**src/rtl/mem_access_ctrl.sv**
```systemverilog
// MEM-stage controller: byte-serial load/store on the 8-bit arbiter port, with pipeline stall and write-back.
// Define MEM_ALIGN_TRAP_EN to trap misaligned half/word accesses (adds misalign_o).
module mem_access_ctrl #(
    parameter int ADDR_W = 32
) (
    input  logic              clk,
    input  logic              rst,
    input  logic [4:0]        mem_rd,
    input  logic              mem_wreg,
    input  logic [31:0]       mem_wdata,
    input  logic [ADDR_W-1:0] mem_addr,
    input  logic [31:0]       mem_reg2,
    input  logic [1:0]        mem_sel,
    input  logic              mem_we,
    input  logic              load_sign,
    input  logic              memdone_rst,
    output logic              req_o,
    output logic [ADDR_W-1:0] addr_o,
    output logic              we_o,
    output logic [7:0]        wdata_o,
    input  logic              gnt_i,
    input  logic              rvalid_i,
    input  logic [7:0]        rdata_i,
    output logic [4:0]        wb_rd,
    output logic              wb_wreg,
    output logic [31:0]       wb_wdata,
    output logic              stallreq_o
`ifdef MEM_ALIGN_TRAP_EN
    ,
    output logic              misalign_o
`endif
);

    typedef enum logic [2:0] {IDLE, REQ, WAIT_R, DONE, DRAIN} state_t;

    localparam logic [1:0] SEL_NOP  = 2'b00;
    localparam logic [1:0] SEL_BYTE = 2'b01;
    localparam logic [1:0] SEL_HALF = 2'b10;

    state_t      state;
    logic [1:0]  k;
    logic [1:0]  last_k;
    logic [1:0]  start_last_k;
    logic [31:0] rbuf;
    logic [31:0] sdata;
    logic        done;
    logic        flushed;
    logic        done_eff;

    // A memdone_rst pulse means the done flag belongs to the previous instruction.
    assign done_eff   = done & ~memdone_rst;
    assign stallreq_o = ~rst & (mem_sel != SEL_NOP) & ~done_eff;
    assign wb_rd      = mem_rd;

`ifdef MEM_ALIGN_TRAP_EN
    logic misaligned;
    assign misaligned = ((mem_sel == SEL_HALF) & mem_addr[0]) |
                        ((mem_sel == 2'b11) & (mem_addr[1:0] != 2'b00));
`endif

    always_comb begin
        // NOTE: every variable gets a default first so no path can infer a latch.
        start_last_k = 2'd3;
        if (mem_sel == SEL_BYTE) start_last_k = 2'd0;
        else if (mem_sel == SEL_HALF) start_last_k = 2'd1;

        wb_wreg = ~rst & mem_wreg & ((mem_sel == SEL_NOP) | mem_we | done_eff);
`ifdef MEM_ALIGN_TRAP_EN
        if (misalign_o & ~memdone_rst) wb_wreg = 1'b0;
`endif

        wb_wdata = mem_wdata;
        if (!mem_we && mem_sel != SEL_NOP && done_eff) begin
            case (mem_sel)
                SEL_BYTE: wb_wdata = {{24{load_sign & rbuf[7]}}, rbuf[7:0]};
                SEL_HALF: wb_wdata = {{16{load_sign & rbuf[15]}}, rbuf[15:0]};
                default:  wb_wdata = rbuf;
            endcase
        end
    end

    // NOTE: sequential state uses non-blocking assignments only; later assignments in the block win.
    always_ff @(posedge clk) begin
        if (rst) begin
            state   <= IDLE;
            req_o   <= 1'b0;
            we_o    <= 1'b0;
            addr_o  <= '0;
            wdata_o <= '0;
            k       <= '0;
            last_k  <= '0;
            // NOTE: the read buffer is reset because wb_wdata can expose it.
            rbuf    <= '0;
            sdata   <= '0;
            done    <= 1'b0;
            flushed <= 1'b0;
`ifdef MEM_ALIGN_TRAP_EN
            misalign_o <= 1'b0;
`endif
        end else begin
            if (memdone_rst) begin
                done <= 1'b0;
`ifdef MEM_ALIGN_TRAP_EN
                misalign_o <= 1'b0;
`endif
            end

            case (state)
                IDLE: begin
                    if (mem_sel != SEL_NOP && !done_eff) begin
                        k       <= '0;
                        last_k  <= start_last_k;
                        addr_o  <= mem_addr;
                        we_o    <= mem_we;
                        wdata_o <= mem_reg2[7:0];
                        sdata   <= {8'h00, mem_reg2[31:8]};
                        flushed <= 1'b0;
                        req_o   <= 1'b1;
                        state   <= REQ;
`ifdef MEM_ALIGN_TRAP_EN
                        if (misaligned) begin
                            req_o      <= 1'b0;
                            done       <= 1'b1;
                            misalign_o <= 1'b1;
                            state      <= DONE;
                        end
`endif
                    end
                end

                REQ: begin
                    if (we_o) begin
                        // A store that already wrote bytes must finish, but not mark the new instruction done.
                        if (memdone_rst && !gnt_i && k == 2'd0) begin
                            req_o <= 1'b0;
                            state <= IDLE;
                        end else begin
                            if (memdone_rst) flushed <= 1'b1;
                            if (gnt_i) begin
                                if (k == last_k) begin
                                    req_o <= 1'b0;
                                    state <= DONE;
                                    if (!flushed && !memdone_rst) done <= 1'b1;
                                end else begin
                                    k       <= k + 2'd1;
                                    addr_o  <= addr_o + ADDR_W'(1);
                                    wdata_o <= sdata[7:0];
                                    sdata   <= sdata >> 8;
                                end
                            end
                        end
                    end else if (memdone_rst) begin
                        req_o <= 1'b0;
                        state <= gnt_i ? DRAIN : IDLE;
                    end else if (gnt_i) begin
                        req_o <= 1'b0;
                        state <= WAIT_R;
                    end
                end

                WAIT_R: begin
                    if (memdone_rst) begin
                        state <= rvalid_i ? IDLE : DRAIN;
                    end else if (rvalid_i) begin
                        rbuf[{k, 3'b000} +: 8] <= rdata_i;
                        if (k == last_k) begin
                            done  <= 1'b1;
                            state <= DONE;
                        end else begin
                            k      <= k + 2'd1;
                            addr_o <= addr_o + ADDR_W'(1);
                            req_o  <= 1'b1;
                            state  <= REQ;
                        end
                    end
                end

                DONE: begin
                    req_o <= 1'b0;
                    state <= IDLE;
                end

                DRAIN: begin
                    if (rvalid_i) state <= IDLE;
                end

                default: state <= IDLE;
            endcase
        end
    end

endmodule
```
**config.mk**
```make
export PLATFORM = sky130hd
export DESIGN_NAME = mem_access_ctrl
export DESIGN_NICKNAME = d
export VERILOG_FILES = /design/src/rtl/mem_access_ctrl.sv
export SDC_FILE = /design/constraint.sdc
export NUM_CORES = 1
export LEC_CHECK = 0
export CORE_ASPECT_RATIO = 1.5
export CORE_MARGIN = 2
export CORE_UTILIZATION = 50
export DETAILED_ROUTE_END_ITERATION = 12
export PLACE_DENSITY = 0.91
export SLEW_MARGIN = 40
export SYNTH_ARGS = -nofsm -noshare
export SYNTH_HDL_FRONTEND = slang
export SYNTH_SLANG_ARGS = --single-unit
```
**constraint.sdc**
```tcl
create_clock -name clk -period 3.8 [get_ports clk]
set_clock_uncertainty 0.2 [all_clocks]
set_input_delay 0.38 -clock clk [delete_from_list [all_inputs] [get_ports clk]]
set_output_delay 0.38 -clock clk [all_outputs]
set_load 0.005 [all_outputs]
```
==> results.cfg <==
[outcome]
status = complete, no violations

[clock_tree]
ctsResizeCount = 0
post_cts_buffers = 0
cts_buffers = 9
cts-hold-fix-buffers = 0
htree_levels = 3
clock-sinks = 107
cts_tree = done
path_clk_slew_ns = 0.07
clock_path_buffers = 2
clk_latency_ns = 0.35
cts_root_buffer = clkbuf_16

[timing]
period_share_pct = 93.8
fin_crit_ns = 3.56
setup-tns-final_ns = 0
setup_viol = 0
max_freq_mhz = 281
slew_headroom_pct = 45.4
hold_violations = 0
worst_slew_pin_slew_ns = 0.819
rsz0062_at_grt = no
setup_slack_ns = 0.237
slew_viol_final = 0

[drt]
antenna_left = 0
vias = 6439
dr.pass1.iters = 8
post_drt_via_cell_ratio = 6.07
drt_iter0_markers = 427
wl_um = 18400
drcViolationCount = 0
avgRoutedWirePerCell_um = 17.3

[layout]
fin_nets = 1034
n_antenna_cell = 0
syn2layout_area_growth_pct = 37.7
fill_cells = 925
fin_cells = 1061
drive_above_1_share_pct = 6.15
design_area_sq_um = 8220

[setup_path]
critPathRequiredTime_ns = 3.22
critPathLaunchType = input port
cp_max_fo = 16
criticalPathCategory = input port to primary output
arrival_ns = 2.98
cp-end-kind = primary output

[floorplanning]
dieWidth_um = 93.2
core_sq_um = 11600
start_util_pct = 51.5
dieHeight_um = 138
io_pins = 200
rows = 48
fp.dieArea_sq_um = 12800

[logic_synthesis]
async_reset_ff_share_pct = 0
synth_area_sq_um = 5970
yosys-top-cells-area = dfxtp_1 (36%), a21oi_1 (6.2%), nand2_1 (5.0%)
synth_edf_count = 0
ys_ff_latch = 107
synthCells = 756
yosys.cell_types.count = 68
synthFlopType = dfxtp_1
synth_top_area_share_pct = 35.9
yosys.area.top_type = dfxtp_1
synth-seq-area-share_pct = 35.9
yosys_warnings = 0
syn-num-nets = 884
syn_avg_cell_area_sq_um = 7.89

[placed_design]
io_buffers = 189
dp.cells = 1045
dp_hpwl_um = 13300
place_ws_ns = 0.241
gp_congestion = 0.937
dpl_cell_area_sq_um = 7880

[power_and_ir_drop]
leakage_nw = 2.92
powerDensity_nw_per_um2 = 430
peakVddDrop_mv = 0.282

[hold_path]
hold_path.class = flip-flop to flip-flop

[global_route]
grt_pass1_vias = 6084
grt_overflow = 0
grt_first_pass_wirelength_um = 28800
antenna_found_initial = 0
grt_usage_pct = 27.8
grt_max_degree = 105

[flow_run]
cap_violations = 0
[layer usage]
layer	vias to the layer above	global-route usage, %	wire length [um]
li1	3086	-	-
met1	2951	31.3	6800
met2	338	49.6	9280
met3	64	4.98	1470
met4	0	14.6	836
met5	-	0	0
[kinds of logic after synthesis]
| logic type | count (synthesis) | synth area share, % |
|---|---|---|
| AO/OA/AOI/OAI | 222 | 25.1 |
| XOR/XNOR | 3 | 0.440 |
| adder cells (fa/ha/maj) | 9 | 1.89 |
| buffers and inverters | 79 | 5.75 |
| flip-flops | 107 | 35.9 |
| multiplexers | 34 | 5.87 |
| AND/OR/NAND/NOR | 302 | 25.1 |
[critical path: stages]
cell and delay (ns):
clkdlybuf4s50_1 0.48, inv_1 0.06, ha_1 0.32, nor3_4 0.22, and2_1 0.35, nand2_1 0.41, o22a_1 0.30, clkdlybuf4s50_1 0.46
[where the power goes]
part           internal (W)  switching [W]  leakage [nW]
logic              0.000582       0.000568          1.89
clock network      0.000473       0.000469         0.151
registers           0.00127       0.000172         0.877
[sequential cells by signal, indices dropped and copies added (netlist names)]
name / cells
addr_o: 32
flushed: 1
state: 3
we_o: 1
sdata: 24
req_o: 1
rbuf: 32
wdata_o: 8
last_k: 2
k: 2
done: 1
[cells in the final DEF, fill, tap and decap left out, types with 6 or more instances in the layout]
cell type / n
clkbuf_16: 9
clkdlybuf4s50_1: 188
ha_1: 9
a22oi_1: 8
a31oi_1: 8
o32ai_1: 11
nor2b_1: 17
nor3_1: 15
or4_1: 6
o22a_1: 16
and3_1: 8
buf_4: 12
inv_1: 17
nand3_1: 50
nor2_1: 65
a21oi_1: 74
nand2_1: 79
nand2b_1: 9
o31a_1: 6
o21ai_0: 22
mux2i_1: 26
dfxtp_1: 107
mux2_2: 8
nand4_1: 10
and2_1: 10
nor4_1: 9
a211oi_1: 33
[stage by stage]
stage / power (W) / util (%) / hold slack [ns]
floorplan: 0.00208 / - / 0.227
global placement: 0.00255 / 67.9 / 0.235
detailed placement: 0.00259 / 68.0 / 0.240
CTS: 0.00353 / 70.6 / 0.249
global route: 0.00371 / 70.9 / 0.275
finish: 0.00353 / 70.9 / 0.252
[worst paths after layout]
check / slack (ns) / start / depth (start not counted) / to
setup / recovery: 0.24 / mem_sel[0] / 8 / wb_wdata[27]
hold / removal: 0.25 / rbuf[21]$_SDFFE_PP0P_ / 2 / rbuf[21]$_SDFFE_PP0P_
setup reg to reg: 1.12 / k[0]$_SDFFE_PP0P_ / 6 / addr_o[10]$_SDFFE_PP0P_
hold reg to reg: 0.25 / rbuf[21]$_SDFFE_PP0P_ / 2 / rbuf[21]$_SDFFE_PP0P_
[synthesized netlist by cell type (3+ instances only)]
master	count
a211oi_1	33
a21o_1	3
a21oi_1	74
a22oi_1	8
a31oi_1	8
and2_1	10
and3_1	8
buf_1	3
buf_2	9
buf_4	5
clkbuf_1	42
dfxtp_1	107
ha_1	9
inv_1	17
mux2_2	8
mux2i_1	26
nand2_1	79
nand2b_1	9
nand3_1	50
nand4_1	10
nor2_1	66
nor2b_1	17
nor3_1	16
nor3b_1	3
nor4_1	11
o21a_1	5
o21ai_0	22
o22a_1	16
o22ai_1	5
o311a_1	3
o31a_1	6
o32ai_1	11
or3_1	4
or4_1	6
[layout make-up]
type	instances	area, sq um	share of cell area, %
Multi-Input combinational cell	570	3530	43.0
Sequential cell	107	2140	26.1
Timing Repair Buffer	201	1980	24.1
Clock buffer	9	225	2.74
Tap cell	150	188	2.28
Clock inverter	7	78.8	0.959
Inverter	17	63.8	0.777
No activity file was read; power rests on OpenSTA's default activity.
